## config.mk

```make
export PLATFORM = sky130hd
export DESIGN_NAME = lsq_req_arbiter
export DESIGN_NICKNAME = d
export VERILOG_FILES = /design/src/rtl/lsq_pkg.sv /design/src/rtl/lsq_tag_fifo.sv /design/src/rtl/lsq_req_arbiter.sv
export SDC_FILE = /design/constraint.sdc
export NUM_CORES = 1
export LEC_CHECK = 0
export CAP_MARGIN = 10
export CELL_PAD_IN_SITES_DETAIL_PLACEMENT = 0
export CELL_PAD_IN_SITES_GLOBAL_PLACEMENT = 1
export CORE_AREA = 2 2 165 167
export CTS_CLUSTER_SIZE = 28
export DETAILED_ROUTE_END_ITERATION = 16
export DIE_AREA = 0 0 167 169
export MAX_ROUTING_LAYER = met4
export PLACE_DENSITY_LB_ADDON = 0.12
export SETUP_SLACK_MARGIN = 0.02
export SYNTH_ARGS = -nofsm -noshare
export SYNTH_HDL_FRONTEND = slang
export SYNTH_SLANG_ARGS = --single-unit
```

## constraint.sdc

```tcl
create_clock -name clk -period 8.1 [get_ports clk]
set_input_delay 1.215 -clock clk [delete_from_list [all_inputs] [get_ports clk]]
set_output_delay 1.215 -clock clk [all_outputs]
set_load 0.005 [all_outputs]
```

## src/rtl/lsq_pkg.sv

```systemverilog
// Shared LSQ request definitions: opcode encoding and opcode classification.
package lsq_pkg;

   typedef logic [3:0] lsq_op_t;

   localparam lsq_op_t OP_LOAD  = 4'h0;
   localparam lsq_op_t OP_STORE = 4'h1;

   function automatic logic is_mem_op(input lsq_op_t op);
      return (op == OP_LOAD) || (op == OP_STORE);
   endfunction

endpackage

```

## src/rtl/lsq_tag_fifo.sv

```systemverilog
// Synchronous FIFO of requester indices for outstanding loads, oldest at head.
module lsq_tag_fifo #(
   parameter int TAG_W = 2,
   parameter int DEPTH = 8
) (
   input  logic                     clk,
   input  logic                     rst,
   input  logic                     push,
   input  logic                     pop,
   input  logic [TAG_W-1:0]         din,
   output logic [TAG_W-1:0]         head,
   output logic [$clog2(DEPTH):0]   count,
   output logic                     empty
);

   localparam int PW = $clog2(DEPTH);
   localparam logic [PW:0]   CNT_ONE = (PW+1)'(1);
   localparam logic [PW-1:0] PTR_ONE = PW'(1);

   logic [TAG_W-1:0] mem [DEPTH];
   logic [PW-1:0]    wr_ptr;
   logic [PW-1:0]    rd_ptr;
   logic             full;
   logic             do_push;
   logic             do_pop;

   // A pop in the same cycle does not make room for a push when full.
   assign full    = (count == (PW+1)'(DEPTH));
   assign empty   = (count == '0);
   assign do_push = push && !full;
   assign do_pop  = pop && !empty;
   assign head    = mem[rd_ptr];

   always_ff @(posedge clk) begin
      if (rst) begin
         wr_ptr <= '0;
         rd_ptr <= '0;
         count  <= '0;
      end else begin
         if (do_push) wr_ptr <= wr_ptr + PTR_ONE;
         if (do_pop)  rd_ptr <= rd_ptr + PTR_ONE;
         unique case ({do_push, do_pop})
            2'b10:   count <= count + CNT_ONE;
            2'b01:   count <= count - CNT_ONE;
            default: ;
         endcase
      end
   end

   always_ff @(posedge clk) begin
      if (do_push) mem[wr_ptr] <= din;
   end

endmodule

```

## src/rtl/lsq_req_arbiter.sv

```systemverilog
// Round-robin arbiter sharing one LSQ request port among NREQ requesters, with load
// response routing. Define LSQ_ARB_PRIO_EN to give requester 0 absolute priority.
module lsq_req_arbiter
   import lsq_pkg::*;
#(
   parameter int WIDTH  = 32,
   parameter int NREQ   = 4,
   parameter int MAXOUT = 8
) (
   input  logic                  clk,
   input  logic                  rst,
   input  logic [NREQ-1:0]       req_valid,
   input  logic [NREQ*4-1:0]     req_opcode,
   input  logic [NREQ*WIDTH-1:0] req_addr,
   input  logic [NREQ*WIDTH-1:0] req_data,
   output logic [NREQ-1:0]       req_ready,
   output logic                  lsq_req_valid,
   output logic [3:0]            lsq_opcode,
   output logic [WIDTH-1:0]      lsq_addr,
   output logic [WIDTH-1:0]      lsq_data_in,
   input  logic                  lsq_store_full,
   input  logic                  lsq_load_full,
   input  logic                  lsq_load_valid,
   input  logic [WIDTH-1:0]      lsq_data_out,
   output logic [NREQ-1:0]       rsp_valid,
   output logic [WIDTH-1:0]      rsp_data,
   output logic                  err
);

   localparam int IDX_W = $clog2(NREQ);
   localparam int CNT_W = $clog2(MAXOUT) + 1;
   localparam logic [IDX_W-1:0] IDX_ONE = IDX_W'(1);
   localparam logic [IDX_W-1:0] IDX_LAST = IDX_W'(NREQ - 1);

   lsq_op_t          req_op [NREQ];
   logic [NREQ-1:0]  elig;
   logic [IDX_W-1:0] ptr;
   logic [IDX_W-1:0] ptr_next;
   logic             ptr_upd;
   logic [IDX_W-1:0] winner;
   logic             grant;
   lsq_op_t          win_op;
   logic             push;
   logic             pop;
   logic             orphan;
   logic             bad_op;
   logic [IDX_W-1:0] tag_head;
   logic [CNT_W-1:0] tag_count;
   logic             tag_empty;
   logic [NREQ-1:0]  rsp_valid_p1;
   logic [WIDTH-1:0] rsp_data_p1;
   logic             err_p1;

   for (genvar i = 0; i < NREQ; i++) begin : g_op
      assign req_op[i] = lsq_op_t'(req_opcode[i*4 +: 4]);
   end

   always_comb begin
      elig = '0;
      for (int i = 0; i < NREQ; i++) begin
         unique case (req_op[i])
            OP_STORE: elig[i] = req_valid[i] && !lsq_store_full;
            OP_LOAD:  elig[i] = req_valid[i] && !lsq_load_full && (tag_count < CNT_W'(MAXOUT));
            default:  elig[i] = req_valid[i];
         endcase
         if (rst) elig[i] = 1'b0;
      end
   end

`ifdef LSQ_ARB_PRIO_EN
   int rr_base;

   // Requester 0 preempts; the rotating pointer only ever covers 1..NREQ-1.
   always_comb begin
      grant   = 1'b0;
      winner  = '0;
      rr_base = (ptr == '0) ? 0 : int'(ptr) - 1;
      if (elig[0]) begin
         grant = 1'b1;
      end else begin
         for (int k = 0; k < NREQ - 1; k++) begin
            if (!grant && elig[1 + ((rr_base + k) % (NREQ - 1))]) begin
               grant  = 1'b1;
               winner = IDX_W'(1 + ((rr_base + k) % (NREQ - 1)));
            end
         end
      end
      ptr_upd  = grant && (winner != '0);
      ptr_next = (winner == IDX_LAST) ? IDX_ONE : winner + IDX_ONE;
   end
`else
   always_comb begin
      grant  = 1'b0;
      winner = '0;
      for (int k = 0; k < NREQ; k++) begin
         if (!grant && elig[(int'(ptr) + k) % NREQ]) begin
            grant  = 1'b1;
            winner = IDX_W'((int'(ptr) + k) % NREQ);
         end
      end
      ptr_upd  = grant;
      ptr_next = (winner == IDX_LAST) ? '0 : winner + IDX_ONE;
   end
`endif

   always_comb begin
      req_ready     = '0;
      lsq_req_valid = 1'b0;
      lsq_opcode    = '0;
      lsq_addr      = '0;
      lsq_data_in   = '0;
      win_op        = OP_LOAD;
      if (grant) begin
         win_op            = req_op[winner];
         req_ready[winner] = 1'b1;
         lsq_req_valid     = is_mem_op(win_op);
         lsq_opcode        = win_op;
         lsq_addr          = req_addr[winner*WIDTH +: WIDTH];
         lsq_data_in       = req_data[winner*WIDTH +: WIDTH];
      end
   end

   assign push   = grant && (win_op == OP_LOAD);
   assign pop    = lsq_load_valid && !tag_empty;
   assign orphan = lsq_load_valid && tag_empty;
   assign bad_op = grant && !is_mem_op(win_op);

   lsq_tag_fifo #(
      .TAG_W (IDX_W),
      .DEPTH (MAXOUT)
   ) u_tag_fifo (
      .clk   (clk),
      .rst   (rst),
      .push  (push),
      .pop   (pop),
      .din   (winner),
      .head  (tag_head),
      .count (tag_count),
      .empty (tag_empty)
   );

   // stage p1: routed load response, error pulse and pointer advance
   always_ff @(posedge clk) begin
      if (rst) begin
         ptr          <= '0;
         rsp_valid_p1 <= '0;
         rsp_data_p1  <= '0;
         err_p1       <= 1'b0;
      end else begin
         if (ptr_upd) ptr <= ptr_next;
         rsp_valid_p1 <= pop ? (NREQ'(1) << tag_head) : '0;
         if (pop) rsp_data_p1 <= lsq_data_out;
         err_p1 <= bad_op || orphan;
      end
   end

   assign rsp_valid = rsp_valid_p1;
   assign rsp_data  = rsp_data_p1;
   assign err       = err_p1;

endmodule

```

# Word level (Yosys, flattened, before mapping)
# Memory sizes are Yosys's and may differ from the RTL's. A register that Yosys moved wholly into a read port is not among the register bits.
# Index checks and enable logic that the tools add are counted.
# totals
regBits	49
ram_bits	16
input_bits	313
output_inout_bits	110
wordCells	130
memories	1
# mem_list
memory	words	word_bits	rd	rd_clocked_by_memory_dff	write_ports	line_no	text
u_tag_fifo.mem	8	2	1	1	1	lsq_tag_fifo.sv:20	logic [TAG_W-1:0] mem [DEPTH];
# op_classes
addsub	8
n_lt_le_gt_ge	8
eq_ne	10
shift	3
mux	43
n_bitwise	5
n_reduce_logical	45
# op_table
operator	count
128-bit by 8-bit indexed part select with 32-bit output	2
32-bit two-way mux	2
4-bit zero test	7
4-bit by 1-bit equality test with 1-bit output, second input constant	6
1-bit logical AND	22
1-bit two-way mux	19
4-bit two-way mux	4
3-bit by 4-bit < comparator with 1-bit output, second input constant	3
2-bit two-way mux	5
1-bit binary-select mux with 2-bit select	4
4-bit binary-select mux with 2-bit select	1
1-bit zero test	8
1-bit one-hot mux with 2 select lines	4
4-bit one-hot mux with 2 select lines	1
2-bit OR reduction	4
3-bit by 1-bit adder with 3-bit output, second input constant	2
2-bit by 3-bit < comparator with 1-bit output, second input constant	2
3-bit two-way mux	2
2-bit by 1-bit adder with 2-bit output, second input constant	2
2-bit adder, second input constant	2
4-bit by 1-bit adder with 4-bit output, second input constant	1
2-bit equality test, second input constant	2
4-bit equality test, second input constant	1
4-bit < comparator, second input constant	1
other kinds (11)	15

# Depth between registers and ports, before layout
# logic_depth
ltp_word	27
ltp_mapped	18
depth_no_buf	15

# Modules after synthesis
# Synthesis repeated with hierarchy kept, for this count alone.
# hier_totals
cells_unflattened	474
area_unflattened_um2	5041.1
# modules_own_cells
mod	n_inst	cells_per_inst	area_each_um2	seq_area_each_um2
lsq_req_arbiter	1	378	3778.6	780.7
lsq_tag_fifo	1	96	1262.5	740.7

# Least setup slack after synthesis
# No wires, ideal clock.
# synth_timing
path_kind	input to output
from	input port req_opcode[5]
to	output port lsq_addr[0]
arrival_time_ps	3166
required_time_ps	6885
setup_slack_ps	3719
cell_stages	10
path_buffers	2
cell_sequence	or3_4 -> o311a_1 -> a221oi_4 -> nand2_4 -> inv_2 -> buf_4 -> buf_4 -> nand2_1 -> and3_1 -> a311oi_1
# synth_between
elab_chain_cells	17
elab_cells_between_ends	31
cone_classes	eq/ne (1); shift (1); mux (22); reduce/logical (7)
# synth_rtl
element	line_no	text
start: declaration	lsq_req_arbiter.sv:13	input logic [NREQ*4-1:0] req_opcode,
4-bit by 1-bit equality test with 1-bit output / 4-bit zero test (equally long branches)	lsq_req_arbiter.sv:61	unique case (req_op[i])
1-bit one-hot mux with 2 select lines *	lsq_req_arbiter.sv:61	
1-bit two-way mux *	lsq_req_arbiter.sv:66	if (rst) elig[i] = 1'b0;
1-bit binary-select mux with 2-bit select	lsq_req_arbiter.sv:96	if (!grant && elig[(int'(ptr) + k) % NREQ]) begin
1-bit two-way mux (implied by the code)	lsq_req_arbiter.sv:96	
1-bit two-way mux	lsq_req_arbiter.sv:96	
1-bit zero test	lsq_req_arbiter.sv:96	
1-bit logical AND	lsq_req_arbiter.sv:96	
1-bit two-way mux	lsq_req_arbiter.sv:96	
1-bit zero test	lsq_req_arbiter.sv:96	
1-bit logical AND	lsq_req_arbiter.sv:96	
1-bit two-way mux	lsq_req_arbiter.sv:96	
1-bit zero test	lsq_req_arbiter.sv:96	
1-bit logical AND	lsq_req_arbiter.sv:96	
2-bit two-way mux	lsq_req_arbiter.sv:96	
128-bit by 8-bit indexed part select with 32-bit output	lsq_req_arbiter.sv:118	lsq_addr = req_addr[winner*WIDTH +: WIDTH];
32-bit two-way mux *	lsq_req_arbiter.sv:113	if (grant) begin
end: declaration	lsq_req_arbiter.sv:19	output logic [WIDTH-1:0] lsq_addr,
# Every way passes the cells marked *; elsewhere a longest branch is shown, timed or not. The select of a mux whose other input is x is not followed.

# Final worst setup path
# layout_timing
from	input port req_opcode[1]
to	output port lsq_addr[30]
# The elaborated chain is that of the path after synthesis.

==> impl_metrics.env <==
export IMPL_status="completed"
export IMPL_place_congestion=0.903
export IMPL_grt_ovfl_total=0
export IMPL_fin_nets=1467
export IMPL_final_common_cell="clkdlybuf4s50_1"
export IMPL_hpwlAfterDp_um=22300
export IMPL_clkLatencyLatePin_ns=0.33
export IMPL_ys_top_cells_by_area="nand2_1 (23%), dfxtp_1 (19%), a311oi_1 (10%), edfxtp_1 (9.0%), and3_1 (7.6%)"
export IMPL_post_cts_buffers=0
export IMPL_maxCapViolCount=0
export IMPL_power_w=0.00159
export IMPL_cts_buffer_depth=2
export IMPL_holdCritPathClass="flip-flop to flip-flop"
export IMPL_globalRouteTotalUtil=0.194
export IMPL_cts_htree_levels=3
export IMPL_crit_path_end_kind="output pin"
export IMPL_grt_pass1_wl_um=41000
export IMPL_vias=6886
export IMPL_place_area_um2=9790
export IMPL_synth_top_area_share=0.234
export IMPL_cp_start_kind="input port"
export IMPL_syn_inst=770
export IMPL_grt_max_degree=135
export IMPL_synth_seq_cells=68
export IMPL_fin_tns_setup_ns=0
export IMPL_cts_resized=0
export IMPL_peakVddDrop_mv=0.108
export IMPL_layout_common_cells="clkdlybuf4s50_1 (421), nand2_1 (334), and3_1 (65)"
export IMPL_leakagePower_nw=3.92
export IMPL_drc=0
export IMPL_die_area_um2=28200
export IMPL_antenna_found_initial=5
export IMPL_die_x_um=167
export IMPL_io_buffers=422
export IMPL_synth_fp_nets=1092
export IMPL_fin_crit_sh=0.752
export IMPL_clock_sinks=68
export IMPL_synth_area_um2=5350
export IMPL_hold_viol=0
export IMPL_relSlewSlack=0.328
export IMPL_clockRootBuffer="clkbuf_16"
export IMPL_fin_area_um2=10100
export IMPL_crit_type="input port to output pin"
export IMPL_final_setup_viol_count=0
export IMPL_clk_pin_slew_worst_paths_ns=0.05
export IMPL_routed_wl_um=28800
export IMPL_yosysTopAreaCell="nand2_1"
export IMPL_core_um2=26500
export IMPL_ys_flop_type="dfxtp_1"
export IMPL_rows=60
export IMPL_worstPathRequired_ns=6.88
export IMPL_crit_arrival_ns=4.87
export IMPL_synth_async_reset_ratio=0
export IMPL_worstMarginPinSlew_ns=1.01
export IMPL_rsz0062_at_grt="no"
export IMPL_area_growth_syn_to_layout_pct=89.0
export IMPL_ctsHoldBuffers=0
export IMPL_drt_initial_drc_count=399
export IMPL_pin_count=423
export IMPL_viasPerCell=4.60
export IMPL_cts_buffers=9
export IMPL_final_core_util=0.382
export IMPL_dr_pass1_iters=5
export IMPL_synth_edff_count=16
export IMPL_fmax_mhz=164
export IMPL_tritoncts="done"
export IMPL_cp_max_fo=48
export IMPL_grt_pass1_vias=6727
export IMPL_period_minus_slack_ns=6.09
export IMPL_fin_skew_ns=0.0110
export IMPL_avgSynthCellArea_um2=6.95
export IMPL_wire_per_inst_um=19.2
export IMPL_seq_area_frac_synth=0.284
export IMPL_ant_nets=0
export IMPL_yosys_warnings=0
export IMPL_die_h_um=169
export IMPL_layout_drive_gt1_share=0.0435
export IMPL_slew_viol_final=0
export IMPL_start_util=0.202
export IMPL_pwr_density_cell_nw_per_um2=158
export IMPL_yosysUniqueCellTypes=52
==> Yosys cell counts (3+ instances only) <==
cell type	instances
or3_1	3
a21oi_1	38
mux2_4	3
xor2_1	4
edfxtp_1	16
nand2_1	334
buf_2	16
clkbuf_1	34
ha_1	9
inv_1	4
mux4_2	4
nand3b_1	3
nor2b_1	10
nor3_1	10
or3_4	3
and3_1	65
a311oi_1	64
nor2_1	17
nor4_1	3
nand3_1	9
dfxtp_1	52
buf_1	7
nand2b_1	4
o21ai_0	8
buf_4	7
mux2i_1	11
==> worst paths after layout <==
kind	from	end	slack [ns]	depth (start not counted)
hold reg to reg	rsp_data[27]	rsp_data[27]	0.45	2
setup / recovery	req_opcode[1]	lsq_addr[30]	2.01	11
setup reg to reg	u_tag_fifo.count[3]	u_tag_fifo.count[2]	3.63	15
hold / removal	rsp_data[27]	rsp_data[27]	0.45	2
==> cell families (layout without fill, tap and decap cells) <==
family                   after synthesis  after routing  share of synthesized area
XOR/XNOR                               6              6                    0.00982
flip-flops                            68             68                      0.284
other                                  0              5                          0
buffers and inverters                 73            453                     0.0629
multiplexers                          19             19                     0.0479
adder cells (fa/ha/maj)                9              9                     0.0210
AND/OR/NAND/NOR                      468            468                      0.387
AO/OA/AOI/OAI                        127            127                      0.187
==> critical path, cell delays in order <==
cell,delay (ns)
clkdlybuf4s50_1,0.42
nor3_1,0.52
a31oi_4,0.20
a221oi_4,0.45
nand2_4,0.11
inv_4,0.39
buf_4,0.39
nand2_1,0.11
and3_1,0.17
a311oi_1,0.30
clkdlybuf4s50_1,0.56
==> final cells by class <==
cell class	instances	area (um^2)
flip-flops and latches	68	1520
clock buffers	10	239
well taps	341	427
diodes	5	12.5
inverters	7	30.0
fillers	2819	16400
clock inverters	6	68.8
multi-input cells	629	3500
repair buffers	430	4320
==> metrics by stage <==
| stage | std cells | worst slack (ns) | hold slack (ns) |
|---|---|---|---|
| final | 1496 | 2.01 | 0.450 |
| after global placement | 1475 | 1.98 | 0.441 |
| after detailed placement | 1475 | 2.02 | 0.447 |
| after floorplan | 770 | 3.72 | 0.453 |
| after CTS | 1491 | 1.99 | 0.455 |
| after global routing | 1496 | 1.77 | 0.468 |
==> registers in the layout, summed over array words and instances, names as in the netlist, named ones only <==
name and flops:
rsp_data 32, u_tag_fifo.mem 16, rsp_valid 4, u_tag_fifo.count 4, u_tag_fifo.rd_ptr 3, u_tag_fifo.wr_ptr 3, ptr 2, err 1
==> layer usage <==
metal,vias to the layer above,share of wire,global-route usage
met2,280,0.49,0.331
met3,28,0.081,0.0514
met1,3130,0.41,0.227
met4,0,0.021,0.0521
met5,-,0,-
li1,3448,-,-
==> report_power, final <==
group	leakage (nW)	switching, W	internal, W	total [W]
Combinational	3.20	0.000350	0.000428	0.000778
Sequential	0.567	0.0000288	0.000389	0.000418
Clock	0.154	0.000149	0.000249	0.000398
Total	3.92	0.000528	0.00107	0.00159
Power figures use the tool's default switching activity.
==> edit 1: new RTL, same flow settings <==
Remove the register `err_p1`: a continuous assignment takes its place, so the output `err` follows one clock earlier.
--- a/src/rtl/lsq_req_arbiter.sv
+++ b/src/rtl/lsq_req_arbiter.sv
@@ -147,3 +147,2 @@
          rsp_data_p1  <= '0;
-         err_p1       <= 1'b0;
       end else begin
@@ -152,5 +151,6 @@
          if (pop) rsp_data_p1 <= lsq_data_out;
-         err_p1 <= bad_op || orphan;
       end
    end
+
+   assign err_p1 = bad_op || orphan;
 
Check against the original RTL: not equivalent (Yosys sat finds a counterexample within 4 cycles, from zero or initial values and one cycle with rst high).
==> edit 1 against the unedited design <==
- sequential cell count down 1
- worst setup slack worse by 53 ps
- design area down 0.72%
- total power fell by 4.3%
- combinational power fell by 0.5%
- area after synthesis shrank 0.86%
- sequential power decreased by 1%
- wire length shrank 4.3%
- first-iteration DRC count decreased by 3.8%
- count of clock-buffer cells in the layout increased by 2
- critical endpoint is now lsq_data_in[7]
- largest power group unchanged
- highest routed layer unchanged
==> edit 1: results (changes against the unedited design) <==
| Metric | Value |
|---|---|
| Met2 Use GR | 0.319 (was 0.331) |
| Share of layout cells above drive strength 1 | 0.0401 (was 0.0435) |
| Net Count, Synth | 1,089 (was 1,092) |
| Clock Skew | 4.16 ps (was 11.0 ps) |
| Placement Cell Area | 0.00977 mm² (was 0.00979 mm²) |
| Clock Pin Slew Worst Setup and Hold Paths | 50 ps (about the same) |
| Post-Route M1 WL | 11,600 µm (was 11,700 µm) |
| Number of instances resized during post-cts repair | 0 (unchanged) |
| XOR/XNOR share of the synthesized area | 0.00990 (was 0.00982) |
| 1st-pass router iterations | 6 (was 5) |
| First-pass GRT wire length | 40,100 µm (was 41,000 µm) |
| WL met2 | 13,700 µm (was 14,100 µm) |
| Crit path max fanout | 74 (was 48) |
| Min-Delay Path Depth | 2 (unchanged) |
| Rel. slew slack | 0.387 (was 0.328) |
| GR Layer Usage met1 | 0.223 (was 0.227) |
| GRT Util Overall | 0.187 (was 0.194) |
| DR iter-0 viols | 384 (was 399) |
| Multiplexer area fraction after synthesis | 0.0469 (was 0.0479) |
| Cells after synthesis | 767 (was 770) |
| Vias per cell | 4.59 (was 4.60) |
| Met3 GRT Util | 0.0456 (was 0.0514) |
| Drt wl/cell | 18.4 µm (was 19.2 µm) |
| Yosys cell types | 49 (was 52) |
| Data arrival, critical path | 4930 ps (was 4870 ps) |
| Final Net Count | 1,466 (was 1,467) |
| Area share of fa/ha/maj cells after synthesis | 0.0212 (was 0.0210) |
| Seq/Total Area, Yosys | 0.283 (was 0.284) |
| Max VDD drop | 130 µV (was 108 µV) |
| Htree depth | 3 (unchanged) |
| Post-synthesis compound-gate area fraction | 0.188 (was 0.187) |
| Post-CTS Setup Bufs | 0 (unchanged) |
| Top cells by count, synth | nand2_1 (333), and3_1 (65), a311oi_1 (64) (was nand2_1 (334), and3_1 (65), a311oi_1 (64)) |
| Metal3 WL | 1710 µm (was 2340 µm) |
| Dpl ws | 1910 ps (was 2020 ps) |
| HPWL Detailed | 20,900 µm (was 22,300 µm) |
| Placer Congestion | 0.862 (was 0.903) |
| Vias in the first global route | 6,810 (was 6,727) |
| Synth area leaders | nand2_1 (24%), dfxtp_1 (19%), a311oi_1 (11%), edfxtp_1 (9.1%), and3_1 (7.7%) (was nand2_1 (23%), dfxtp_1 (19%), a311oi_1 (10%), edfxtp_1 (9.0%), and3_1 (7.6%)) |
| Status | finished clean (unchanged) |
| Final WL | 27,500 µm (was 28,800 µm) |
edit 1: path summary, 6_finish.rpt:
path	from	end	slack [ps]
worst min register to register	rsp_data[28]	rsp_data[28]	450
worst max register to register	u_tag_fifo.count[3]	u_tag_fifo.count[2]	3630
worst min-delay path	rsp_data[28]	rsp_data[28]	450
worst max-delay path	req_opcode[1]	lsq_data_in[7]	1960
edit 1: cell type report:
type,count,area [µm²]
diodes,5,12.5
clock buffers,12,246
clock inverters,3,15.0
fillers,2794,16500
inverters,7,28.8
multi-input cells,628,3490
flip-flops and latches,67,1500
well taps,341,427
repair buffers,431,4320
edit 1: where the power goes:
part / switching [W] / internal (W) / total, W / leakage, nW
sequential: 0.0000291 / 0.000384 / 0.000413 / 0.559
clock: 0.000128 / 0.000212 / 0.000339 / 0.132
combinational: 0.000348 / 0.000427 / 0.000774 / 3.20
total: 0.000505 / 0.00102 / 0.00153 / 3.89
==> edit 2: new RTL, same flow settings <==
Made on the original files. Change the parameter `WIDTH` from 32 to 24.
--- a/src/rtl/lsq_req_arbiter.sv
+++ b/src/rtl/lsq_req_arbiter.sv
@@ -5,3 +5,3 @@
 #(
-   parameter int WIDTH  = 32,
+   parameter int WIDTH  = 24,
    parameter int NREQ   = 4,
Interface: changed (6 resized); port bits go from 423 to 327. The function was not compared with the original's and may differ.
==> edit 2 against the unedited design <==
- non-clock buffer count is 95 lower
- clock power is 6.5% lower
- combinational power is 22% lower
- area after synthesis is 18% lower
- design area is 18% lower
- wire length is 25% lower
- total power is 15% lower
- sequential cell count is 8 lower
- worst setup slack worse by 350 ps
- largest cell class unchanged
- critical endpoint is now lsq_addr[15]
- clock skew is 7.1 ps lower
==> edit 2: results (changes against the unedited design) <==
| Metric | Value |
|---|---|
| Net Count, Synth | 865 (was 1,092) |
| Max VDD drop | 94.1 µV (was 108 µV) |
| First-pass GRT wire length | 32,000 µm (was 41,000 µm) |
| Share of layout cells above drive strength 1 | 0.0502 (was 0.0435) |
| Yosys cell types | 43 (was 52) |
| Worst setup path start | rst (was req_opcode[1]) |
| Crit path max fanout | 72 (was 48) |
| Vias post-DR | 5,427 (was 6,886) |
| Synth area leaders | nand2_1 (21%), dfxtp_1 (20%), edfxtp_1 (11%), a311oi_1 (9.5%), and3_1 (7.0%) (was nand2_1 (23%), dfxtp_1 (19%), a311oi_1 (10%), edfxtp_1 (9.0%), and3_1 (7.6%)) |
| 1st-pass router iterations | 4 (was 5) |
| Status | finished clean (unchanged) |
| GRT Util Overall | 0.150 (was 0.194) |
| Max reg flops | 24 (was 32) |
| Placer Congestion | 0.810 (was 0.903) |
| Seq/Total Area, Yosys | 0.309 (was 0.284) |
| DR iter-0 viols | 193 (was 399) |
| Rel. slew slack | 0.429 (was 0.328) |
| PortBufs | 326 (was 422) |
| Data arrival, critical path | 5220 ps (was 4870 ps) |
| Drt wl/cell | 17.2 µm (was 19.2 µm) |
| Initial antenna violation count | 2 (was 5) |
| Clock Skew | 3.90 ps (was 11.0 ps) |
| HPWL Detailed | 16,700 µm (was 22,300 µm) |
| Dpl ws | 1540 ps (was 2020 ps) |
| Leakage | 3.19 nW (was 3.92 nW) |
edit 2: cell types whose count changed after synthesis, moves of 3 or more:
cell,delta
and3_1,-16
inv_1,+3
buf_4,-7
or3_1,+4
nand2_1,-83
a21oi_1,-6
clkbuf_1,-3
dfxtp_1,-8
buf_2,-4
a311oi_1,-16
o21ai_0,-3
nand3_1,-9
edit 2: cell families after synthesis:
logic type	count (synthesis)	share of synthesized area
and+or+nand+nor	361	0.367
AOI/OAI and AO/OA	99	0.168
DFF	60	0.309
buffers and inverters	59	0.0553
muxes	21	0.0627
adders and majority gates	9	0.0255
xor gates and xnor gates	6	0.0119
edit 2: routing by layer:
metal | part of all wire | vias up | GRT usage
met5 | 0 | - | -
met4 | 0.014 | 0 | 0.0311
met3 | 0.072 | 16 | 0.0444
met2 | 0.50 | 195 | 0.263
met1 | 0.41 | 2475 | 0.169
li1 | - | 2741 | -
edit 2: worst paths after layout:
kind                               to  slack, ps  cells past startpoint
setup / recovery         lsq_addr[15]       1670                     11
hold / removal           rsp_data[11]        450                      2
setup reg to reg  u_tag_fifo.count[2]       3880                     15
hold reg to reg          rsp_data[11]        450                      2
edit 2: per-stage QoR:
step | cells | util | instance area (µm²) | power (W)
floorplan | 615 | - | 4410 | 0.000647
global placement | 1242 | 0.301 | 7980 | 0.00100
detailed placement | 1242 | 0.301 | 7980 | 0.000996
CTS | 1258 | 0.312 | 8270 | 0.00138
global route | 1260 | 0.312 | 8280 | 0.00145
finish | 1261 | 0.313 | 8280 | 0.00135
edit 2: report_power, final:
part	switching [W]	internal, W	leakage, nW
logic	0.000273	0.000337	2.54
clock network	0.000128	0.000244	0.145
registers	0.0000249	0.000343	0.502
total	0.000425	0.000924	3.19
edit 2: cell type report:
class,instances,area share
Tap cell,341,0.0515
Antenna cell,3,0.000906
Inverter,10,0.00468
Clock buffer,11,0.0293
Sequential cell,60,0.164
Multi-Input combinational cell,496,0.339
Timing Repair Buffer,335,0.404
Clock inverter,5,0.00635
edit 2: critical path, cell delays in order:
cell and delay, ps:
clkdlybuf4s50_1 780, nand2b_1 330, a31oi_2 210, a21oi_1 140, o211ai_4 180, buf_4 410
buf_4 690, nand2_1 140, and3_1 210, a311oi_1 270, clkdlybuf4s50_1 570
